===== src/rtl/pipe_hazard_ctrl.sv =====
// Pipeline hazard controller: load-use stalls, branch flushes and memory-wait freezes
// for a 5-stage in-order core, with saturating stall/flush performance counters.
module pipe_hazard_ctrl #(
    parameter int FLUSH_DEPTH = 2,
    parameter int LOAD_LAT    = 1,
    parameter int CNT_W       = 16
) (
    input  logic             clk,
    input  logic             rst,
    input  logic [31:0]      ins_dec_in,
    input  logic [31:0]      ex_ins,
    input  logic             br_ctrl,
    input  logic             mem_busy,
    output logic             pc_hold,
    output logic             dec_hold,
    output logic             dec_flush,
    output logic             ex_bubble,
    output logic             ex_hold,
    output logic [1:0]       state,
    output logic [CNT_W-1:0] stall_cnt,
    output logic [CNT_W-1:0] flush_cnt
);

    typedef enum logic [1:0] {
        ST_RUN        = 2'd0,
        ST_LOAD_STALL = 2'd1,
        ST_FLUSH      = 2'd2,
        ST_MEM_WAIT   = 2'd3
    } state_t;

    localparam bit         FLUSH_MULTI = (FLUSH_DEPTH > 32'sd1);
    localparam bit         LOAD_MULTI  = (LOAD_LAT > 32'sd1);
    localparam logic [2:0] FLUSH_LOAD  = FLUSH_MULTI ? 3'(FLUSH_DEPTH - 32'sd2) : 3'd0;
    localparam logic [2:0] LOAD_LOAD   = LOAD_MULTI ? 3'(LOAD_LAT - 32'sd2) : 3'd0;
    localparam logic [CNT_W-1:0] CNT_MAX = {CNT_W{1'b1}};
    localparam logic [CNT_W-1:0] CNT_ONE = {{(CNT_W-1){1'b0}}, 1'b1};

    function automatic logic uses_rs1(input logic [6:0] op);
        case (op)
            7'b0110011, 7'b0010011, 7'b0000011,
            7'b0100011, 7'b1100011, 7'b1100111: uses_rs1 = 1'b1;
            default:                            uses_rs1 = 1'b0;
        endcase
    endfunction

    function automatic logic uses_rs2(input logic [6:0] op);
        case (op)
            7'b0110011, 7'b0100011, 7'b1100011: uses_rs2 = 1'b1;
            default:                            uses_rs2 = 1'b0;
        endcase
    endfunction

    state_t      state_r, state_next_s;
    logic [2:0]  cnt_r, cnt_next_s;
    logic [CNT_W-1:0] stall_cnt_r, flush_cnt_r;
    logic        lu_s, flush_acc_s;
    logic [4:0]  ctrl_s;
    logic [4:0]  ex_rd_s;
    logic        unused_bits_s;

    // Bits of the instruction words that hazard detection never looks at.
    assign unused_bits_s = &{1'b0, ins_dec_in[31:25], ins_dec_in[14:7], ex_ins[31:12]};

    assign ex_rd_s = ex_ins[11:7];
    assign lu_s = (ex_ins[6:0] == 7'b0000011) && (ex_rd_s != 5'd0) &&
                  (((ex_rd_s == ins_dec_in[19:15]) && uses_rs1(ins_dec_in[6:0])) ||
                   ((ex_rd_s == ins_dec_in[24:20]) && uses_rs2(ins_dec_in[6:0])));

    // Next-state, down-counter and control decode; ctrl_s = {pc_hold, dec_hold, dec_flush, ex_bubble, ex_hold}.
    always_comb begin
        state_next_s = state_r;
        cnt_next_s   = cnt_r;
        ctrl_s       = 5'b00000;
        flush_acc_s  = 1'b0;
        case (state_r)
            ST_RUN: begin
                if (br_ctrl) begin
                    ctrl_s       = 5'b00110;
                    flush_acc_s  = 1'b1;
                    state_next_s = FLUSH_MULTI ? ST_FLUSH : ST_RUN;
                    cnt_next_s   = FLUSH_LOAD;
                end else if (mem_busy) begin
                    ctrl_s       = 5'b11001;
                    state_next_s = ST_MEM_WAIT;
                end else if (lu_s) begin
                    ctrl_s       = 5'b11010;
                    state_next_s = LOAD_MULTI ? ST_LOAD_STALL : ST_RUN;
                    cnt_next_s   = LOAD_LOAD;
                end else begin
                    ctrl_s       = 5'b00000;
                end
            end
            ST_LOAD_STALL: begin
                if (mem_busy) begin
                    ctrl_s       = 5'b11001;
                    state_next_s = ST_MEM_WAIT;
                    cnt_next_s   = 3'd0;
                end else if (cnt_r == 3'd0) begin
                    ctrl_s       = 5'b11010;
                    state_next_s = ST_RUN;
                end else begin
                    ctrl_s       = 5'b11010;
                    cnt_next_s   = cnt_r - 3'd1;
                end
            end
            ST_FLUSH: begin
                // A busy memory freezes the flush in place; the remaining count survives.
                if (mem_busy) begin
                    ctrl_s       = 5'b11001;
                end else if (cnt_r == 3'd0) begin
                    ctrl_s       = 5'b00110;
                    state_next_s = ST_RUN;
                end else begin
                    ctrl_s       = 5'b00110;
                    cnt_next_s   = cnt_r - 3'd1;
                end
            end
            ST_MEM_WAIT: begin
                ctrl_s = 5'b11001;
                if (!mem_busy) begin
                    state_next_s = ST_RUN;
                end else begin
                    state_next_s = ST_MEM_WAIT;
                end
            end
            default: begin
                state_next_s = ST_RUN;
                cnt_next_s   = 3'd0;
            end
        endcase
    end

    // State and flush/stall down-counter registers.
    always_ff @(posedge clk or negedge rst) begin
        if (!rst) begin
            state_r <= ST_RUN;
            cnt_r   <= 3'd0;
        end else begin
            state_r <= state_next_s;
            cnt_r   <= cnt_next_s;
        end
    end

    // Saturating performance counters.
    always_ff @(posedge clk or negedge rst) begin
        if (!rst) begin
            stall_cnt_r <= {CNT_W{1'b0}};
            flush_cnt_r <= {CNT_W{1'b0}};
        end else begin
            if (ctrl_s[4] && (stall_cnt_r != CNT_MAX)) begin
                stall_cnt_r <= stall_cnt_r + CNT_ONE;
            end else begin
                stall_cnt_r <= stall_cnt_r;
            end
            if (flush_acc_s && (flush_cnt_r != CNT_MAX)) begin
                flush_cnt_r <= flush_cnt_r + CNT_ONE;
            end else begin
                flush_cnt_r <= flush_cnt_r;
            end
        end
    end

    // Controls are forced low while reset is held, even with events on the inputs.
    assign pc_hold   = rst & ctrl_s[4];
    assign dec_hold  = rst & ctrl_s[3];
    assign dec_flush = rst & ctrl_s[2];
    assign ex_bubble = rst & ctrl_s[1];
    assign ex_hold   = rst & ctrl_s[0];
    assign state     = state_r;
    assign stall_cnt = stall_cnt_r;
    assign flush_cnt = flush_cnt_r;

endmodule


===== config.mk =====
export PLATFORM = sky130hd
export DESIGN_NAME = pipe_hazard_ctrl
export DESIGN_NICKNAME = d
export VERILOG_FILES = /design/src/rtl/pipe_hazard_ctrl.sv
export SDC_FILE = /design/constraint.sdc
export NUM_CORES = 1
export LEC_CHECK = 0
export ABC_CLOCK_PERIOD_IN_PS = 2420
export BUFFER_PORTS_ARGS = -buffer_cell sky130_fd_sc_hd__buf_2
export CAP_MARGIN = 20
export CORE_MARGIN = 2
export CORE_UTILIZATION = 46
export CTS_CLUSTER_SIZE = 10
export DETAILED_ROUTE_END_ITERATION = 12
export PLACE_DENSITY_LB_ADDON = 0.2
export RECOVER_POWER = 100
export SETUP_SLACK_MARGIN = 0.2
export SKIP_CTS_REPAIR_TIMING = 1
export SLEW_MARGIN = 15
export SYNTH_ARGS = -nofsm -noshare
export SYNTH_HDL_FRONTEND = slang
export SYNTH_SLANG_ARGS = --single-unit

===== constraint.sdc =====
create_clock -name clk -period 2.42 [get_ports clk]
set_clock_uncertainty 0.15 [all_clocks]
set_input_delay 0 -clock clk [delete_from_list [all_inputs] [get_ports clk]]
set_output_delay 0 -clock clk [all_outputs]
set_load 0.005 [all_outputs]

; Word-level counts from Yosys, hierarchy flattened
; Index checks and enable logic that the tools add are counted.
[classes]
addsub = 3
multipliers = 0
div = 0
n_lt_le_gt_ge = 0
eq_ne = 18
shift = 0
n_mux = 25
bitwise = 5
n_reduce_logical = 15
[op_table]
columns = cell, count
row1 = adder 16 x 1 -> 16 bit (second input constant), 2
row2 = inequality test 16 bit (second input constant), 2
row3 = two-way mux 5 bit, 4
row4 = one-hot mux 5 bit (4 select lines), 1
row5 = two-way mux 3 bit, 6
row6 = two-way mux 2 bit, 8
row7 = == test 7 x 2 -> 1 bit (second input constant), 2
row8 = == test 7 x 6 -> 1 bit (second input constant), 2
row9 = == test 7 bit (second input constant), 2
row10 = == test 5 bit, 2
row11 = one-hot mux 3 bit (3 select lines), 1
row12 = one-hot mux 2 bit (4 select lines), 1
row13 = == test 7 x 5 -> 1 bit (second input constant), 1
row14 = logical AND 1 bit, 6
row15 = inequality test 3 bit (second input constant), 2
row16 = OR reduction 6 bit, 1
row17 = AND 1 bit, 5
row18 = nonzero test 5 bit, 1
row19 = == test 2 bit (second input constant), 2
row20 = two-way mux 1 bit, 4
row21 = inequality test 4 bit (second input constant), 1
row22 = AND reduction 4 bit, 1
row23 = logical NOT 3 bit, 1
row24 = nonzero test 3 bit, 1
row25 = 7 further kinds, 7
[totals]
register_bits = 37
latch_bits = 0
ram_bits = 0
rom_bits = 0
inputBits = 68
out_inout_bits = 39
memories = 0

; Logic depth before layout (Yosys ltp)
[logic_depth]
depth_word = 11
ltp_mapped = 10
ltp_nobuf = 9

; Worst setup path before layout
; OpenSTA, ideal clock, no wires.
[synth_timing]
kind = flip-flop to flip-flop
startpoint = register state_r[1] (netlist: state[1])
endpoint = register stall_cnt_r[6] (netlist: stall_cnt[6])
arrival_ns = 1.925
t_required_ns = 2.146
slack_ns = 0.221
path_stages_with_launch = 11
path_buffers = 1
period_less_slack_ns = 2.199
cell_sequence = dfrtp_1 -> inv_1 -> ha_1 -> inv_1 -> nor2_1 -> o21ai_0 -> o21a_1 -> a21oi_2 -> buf_4 -> nand4_1 -> xnor2_1
[synth_via]
elab_chain_cells = 3
word_cells_on_any_way = 6
classes_between = 3 x eq/ne / 1 x mux / 2 x reduce/logical
[synth_rtl]
columns = element, line_no
row1 = "start, declared", 53  ; state_t state_r, state_next_s;
row2 = "start signal, assigned", 139  ; state_r <= state_next_s;
row3 = == test 2 bit (tied with other cells), 75  ; case (state_r)
row4 = one-hot mux 5 bit (4 select lines) *, 75
row5 = logical AND 1 bit *, 150  ; if (ctrl_s[4] && (stall_cnt_r != CNT_MAX)) begin
row6 = "end signal, assigned", 147  ; stall_cnt_r <= {CNT_W{1'b0}};
row7 = "end signal, assigned", 151  ; stall_cnt_r <= stall_cnt_r + CNT_ONE;
row8 = "end signal, assigned", 153  ; stall_cnt_r <= stall_cnt_r;
row9 = "end, declared", 55  ; logic [CNT_W-1:0] stall_cnt_r, flush_cnt_r;
; Every way passes the cells marked *; elsewhere a longest branch is shown, timed or not.
; A chain may end at the register's enable or synchronous reset.

; Worst setup path after layout
[layout_timing]
startpoint = register state_r[1] (netlist: state[1])
endpoint = register stall_cnt_r[1] (netlist: stall_cnt[1])
; The elaborated chain is that of the path after synthesis.

==> impl_metrics.prom <==
# TYPE chip_impl_metric gauge
chip_impl_info{name="run_status",value="complete, no violations"} 1
chip_impl_metric{name="globalplace.congestion",unit=""} 0.838
chip_impl_metric{name="floorplan.die.height",unit="um"} 72.6
chip_impl_info{name="synth.top_cells.by_area",value="sky130_fd_sc_hd__dfrtp_1 (43%), sky130_fd_sc_hd__xnor2_1 (11%), sky130_fd_sc_hd__ha_1 (5.8%)"} 1
chip_impl_metric{name="max-slew-margin-rel",unit="%"} 41.2
chip_impl_metric{name="timing.final.ws_setup",unit="ns"} 0.218
chip_impl_metric{name="worst_hold_path.num_cells",unit=""} 3
chip_impl_metric{name="synth_sequential_area_ratio",unit="%"} 42.8
chip_impl_metric{name="synth_area_per_cell",unit="um^2"} 9.88
chip_impl_metric{name="drt_iter0_drc",unit=""} 86
chip_impl_metric{name="layout.filler_cells",unit=""} 412
chip_impl_metric{name="wl_per_cell",unit="um"} 12.8
chip_impl_metric{name="gr-usage-all-layers",unit="%"} 18.4
chip_impl_info{name="start_kind",value="flop"} 1
chip_impl_metric{name="grt_start_max_net_pins",unit=""} 38
chip_impl_metric{name="multi_input_comb_area",unit="um^2"} 1190
chip_impl_metric{name="antenna_found_initial",unit=""} 0
chip_impl_metric{name="h-tree-depth",unit=""} 2
chip_impl_metric{name="route.detailed.drc",unit=""} 0
chip_impl_info{name="timing.rr.end",value="stall_cnt[1]$_DFFE_PN0P_"} 1
chip_impl_info{name="synth_most_common_cell",value="sky130_fd_sc_hd__dfrtp_1"} 1
chip_impl_metric{name="synthesis.instances",unit=""} 219
chip_impl_metric{name="synth-seq-cells",unit=""} 37
chip_impl_metric{name="dpl.hpwl",unit="mm"} 3.43
chip_impl_metric{name="reg2reg_depth",unit=""} 8
chip_impl_info{name="hold_class",value="in2reg"} 1
chip_impl_metric{name="numCtsBuffers",unit=""} 5
chip_impl_metric{name="rows",unit=""} 24
chip_impl_metric{name="io_pins",unit=""} 107
chip_impl_metric{name="n_antenna_cell",unit=""} 0
chip_impl_metric{name="number_of_vias_after_detailed_routing",unit=""} 1811
chip_impl_metric{name="grt_pass1_wl",unit="mm"} 7.67
chip_impl_metric{name="cp.required",unit="ns"} 2.44
chip_impl_info{name="end_kind",value="flop"} 1
chip_impl_metric{name="place_ws",unit="ns"} 0.217
chip_impl_metric{name="die_area",unit="um^2"} 5270
chip_impl_metric{name="placedInstanceArea",unit="um^2"} 2620
chip_impl_metric{name="worstPathMaxFanout",unit=""} 8
chip_impl_metric{name="slowest_delay",unit="ns"} 0.36
chip_impl_metric{name="synth.net_count",unit=""} 297
chip_impl_metric{name="tns",unit="ns"} 0
chip_impl_metric{name="critPathArrivalTime",unit="ns"} 2.22
chip_impl_metric{name="report.final.slew_viol_count",unit=""} 0
chip_impl_info{name="critPathSlowestCell",value="sky130_fd_sc_hd__dfrtp_1"} 1
chip_impl_metric{name="synth-async-reset-ratio",unit="%"} 100
chip_impl_metric{name="drive_above_1_share",unit="%"} 25.7
chip_impl_metric{name="finish.net_count",unit=""} 381
chip_impl_metric{name="synthDistinctLibCells",unit=""} 36
chip_impl_metric{name="hold_viol",unit=""} 0
chip_impl_info{name="min-delay-start",value="mem_busy"} 1
chip_impl_metric{name="grt_pass1_vias",unit=""} 1666
chip_impl_metric{name="power_leakage",unit="nW"} 1.32
chip_impl_metric{name="vdd_drop_max",unit="mV"} 0.450
chip_impl_metric{name="worstMarginPinSlew",unit="ns"} 0.882
chip_impl_metric{name="post_cts_clock_slew_at_the_launch_and_capture_registers_of_the_worst_setup_and_hold_paths",unit="ns"} 0.07
chip_impl_metric{name="cts_num_sinks",unit=""} 37
chip_impl_info{name="rsz0062_at_grt",value="yes"} 1
chip_impl_metric{name="fp.dieW",unit="um"} 72.6
chip_impl_info{name="worst_r2r_startpoint",value="state[1]$_DFFE_PN0P_"} 1
chip_impl_metric{name="core_region_area",unit="um^2"} 4440
chip_impl_metric{name="regArea",unit="um^2"} 926
chip_impl_metric{name="finalWorstPathRequiredPeriod",unit="ns"} 2.20
chip_impl_metric{name="clock.fmax",unit="MHz"} 454
chip_impl_metric{name="overflow",unit=""} 0
chip_impl_metric{name="timing.max_cap.violations",unit=""} 0
chip_impl_info{name="capture_endpoint_of_the_worst_hold_path",value="state[1]$_DFFE_PN0P_"} 1
chip_impl_info{name="clock_tree_from_tritoncts",value="done"} 1
chip_impl_metric{name="area_delta_synth_final",unit="%"} 25.7
chip_impl_metric{name="power_density",unit="nW/um^2"} 854
chip_impl_metric{name="synth_enable_flop_cells",unit=""} 0
chip_impl_info{name="worst-setup-path-type",value="reg2reg"} 1
chip_impl_info{name="yosys.area.top_type",value="sky130_fd_sc_hd__dfrtp_1"} 1
chip_impl_info{name="synth_common_cells",value="sky130_fd_sc_hd__dfrtp_1 (37), sky130_fd_sc_hd__xnor2_1 (28), sky130_fd_sc_hd__nand2_1 (25)"} 1
chip_impl_metric{name="synth.yosys.warnings",unit=""} 0
chip_impl_info{name="critical_path.cell_chain",value="clkbuf_1 -> ha_1 -> nor2b_2 -> o21ai_0 -> o21a_1 -> a21oi_4 -> buf_12 -> mux2_2"} 1
chip_impl_metric{name="postRouteAntennaNets",unit=""} 0
chip_impl_metric{name="initial_utilization",unit="%"} 48.7
chip_impl_metric{name="number_of_vias_per_cell",unit=""} 5.09
chip_impl_metric{name="report.power.total",unit="mW"} 2.32
chip_impl_metric{name="detailedRoute.firstPassIterationCount",unit=""} 4
chip_impl_metric{name="reg2reg_setup_slack",unit="ns"} 0.22
chip_impl_metric{name="final_period_util",unit="%"} 91.0
chip_impl_metric{name="setup-violations-final",unit=""} 0
chip_impl_metric{name="detail_route.wirelength",unit="mm"} 4.55
chip_impl_info{name="synthFlopType",value="sky130_fd_sc_hd__dfrtp_1"} 1
chip_impl_metric{name="worstSkewPairLatency",unit="ns"} 0.28
chip_impl_metric{name="io_buffer_count",unit=""} 71
chip_impl_metric{name="synth.cell_area",unit="um^2"} 2160
chip_impl_metric{name="netlist.area_leader.share",unit="%"} 42.8
chip_impl_info{name="clockRootBuffer",value="sky130_fd_sc_hd__clkbuf_8"} 1
chip_impl_metric{name="cts_max_path_buffers",unit=""} 2
chip_impl_metric{name="finish.instance_area",unit="um^2"} 2720
[how the worst max path moves through the flow]
stage / end / cells after the start / from / slack (ns)
global route: stall_cnt[1]$_DFFE_PN0P_ / 8 / state[1]$_DFFE_PN0P_ / 0.07
CTS: flush_cnt[15]$_DFFE_PN0P_ / 7 / flush_cnt[8]$_DFFE_PN0P_ / 0.25
floorplan: stall_cnt[6]$_DFFE_PN0P_ / 10 / state[1]$_DFFE_PN0P_ / 0.22
detailed placement: cnt_r[1]$_DFFE_PN0P_ / 8 / ex_ins[8] / 0.22
global placement: cnt_r[1]$_DFFE_PN0P_ / 8 / ex_ins[8] / 0.21
finish: stall_cnt[1]$_DFFE_PN0P_ / 8 / state[1]$_DFFE_PN0P_ / 0.22
[worst max-delay path: cells and delay by family, from the launching register on]
kind	cells	cell delay [ns]
AOI/OAI and AO/OA	3	0.48
DFF	1	0.36
buffers and inverters	2	0.36
muxes	1	0.32
adders and majority gates	1	0.25
and+or+nand+nor	1	0.18
[stage by stage]
step / hold WS [ns] / utilization, % / instances
2_1_floorplan: -0.446 / - / 219
3_3_place_gp: 0.0101 / 59.0 / 345
3_5_place_dp: 0.00853 / 59.0 / 345
4_1_cts: -0.291 / 60.8 / 353
5_1_grt: 0.0164 / 61.2 / 356
6_report: 0.0140 / 61.2 / 356
[flip-flops by register name (all words and copies together), names as in the netlist]
| name | cells |
|---|---|
| flush_cnt | 16 |
| stall_cnt | 16 |
| cnt_r | 3 |
| state | 2 |
[cells in the final DEF, fill, tap and decap left out, drive strengths merged]
| master | synthesis | layout |
|---|---|---|
| o31a | 2 | 2 |
| mux2i | 1 | 1 |
| a21oi | 5 | 5 |
| o221ai | 1 | 1 |
| or4 | 1 | 1 |
| and4 | 4 | 4 |
| o21a | 3 | 3 |
| ha | 10 | 10 |
| o32ai | 1 | 1 |
| a41oi | 1 | 1 |
| clkbuf | 1 | 32 |
| and2 | 2 | 2 |
| dfrtp | 37 | 37 |
| nand2b | 2 | 2 |
| mux2 | 2 | 2 |
| a2111oi | 2 | 2 |
| a21boi | 2 | 2 |
| nand4 | 11 | 11 |
| nand2 | 25 | 25 |
| nor2b | 2 | 2 |
| nand3 | 8 | 8 |
| or4b | 1 | 1 |
| dlygate4sd3 | 0 | 1 |
| o31ai | 2 | 2 |
| and3 | 11 | 11 |
| or3 | 1 | 1 |
| nor3 | 4 | 4 |
| buf | 2 | 55 |
| nor2 | 16 | 16 |
| nor4b | 1 | 1 |
| o22ai | 1 | 1 |
| o21ai | 7 | 7 |
| xnor2 | 28 | 28 |
| inv | 10 | 10 |
| xor2 | 12 | 12 |
[cell families (layout without fill, tap and decap cells)]
| group | after synthesis | in the layout | synth area share, % |
|---|---|---|---|
| xor+xnor | 40 | 40 | 16.2 |
| buf+inv | 13 | 98 | 2.60 |
| compound gates | 27 | 27 | 9.49 |
| mux | 3 | 3 | 1.50 |
| simple gates | 89 | 89 | 21.6 |
| fa+ha+maj | 10 | 10 | 5.78 |
| flops | 37 | 37 | 42.8 |
[metal layers]
layer / track usage, % / wire, um
met4: 5.14 / 33
met5: 0 / 0
met1: 25.5 / 2220
met3: 3.73 / 166
met2: 29.3 / 2130
[layout make-up]
class | instances | area share [%]
well taps | 52 | 2.39
clock buffers | 8 | 2.94
multi-input cells | 169 | 43.8
inverters | 10 | 1.38
repair buffers | 80 | 15.5
flip-flops and latches | 37 | 34.0
[power by group]
part | switching, mW | leakage, nW | internal (mW)
sequential | 0.109 | 0.497 | 0.723
clock | 0.197 | 0.0395 | 0.204
combinational | 0.568 | 0.785 | 0.520
(Power assumes the default switching activity.)
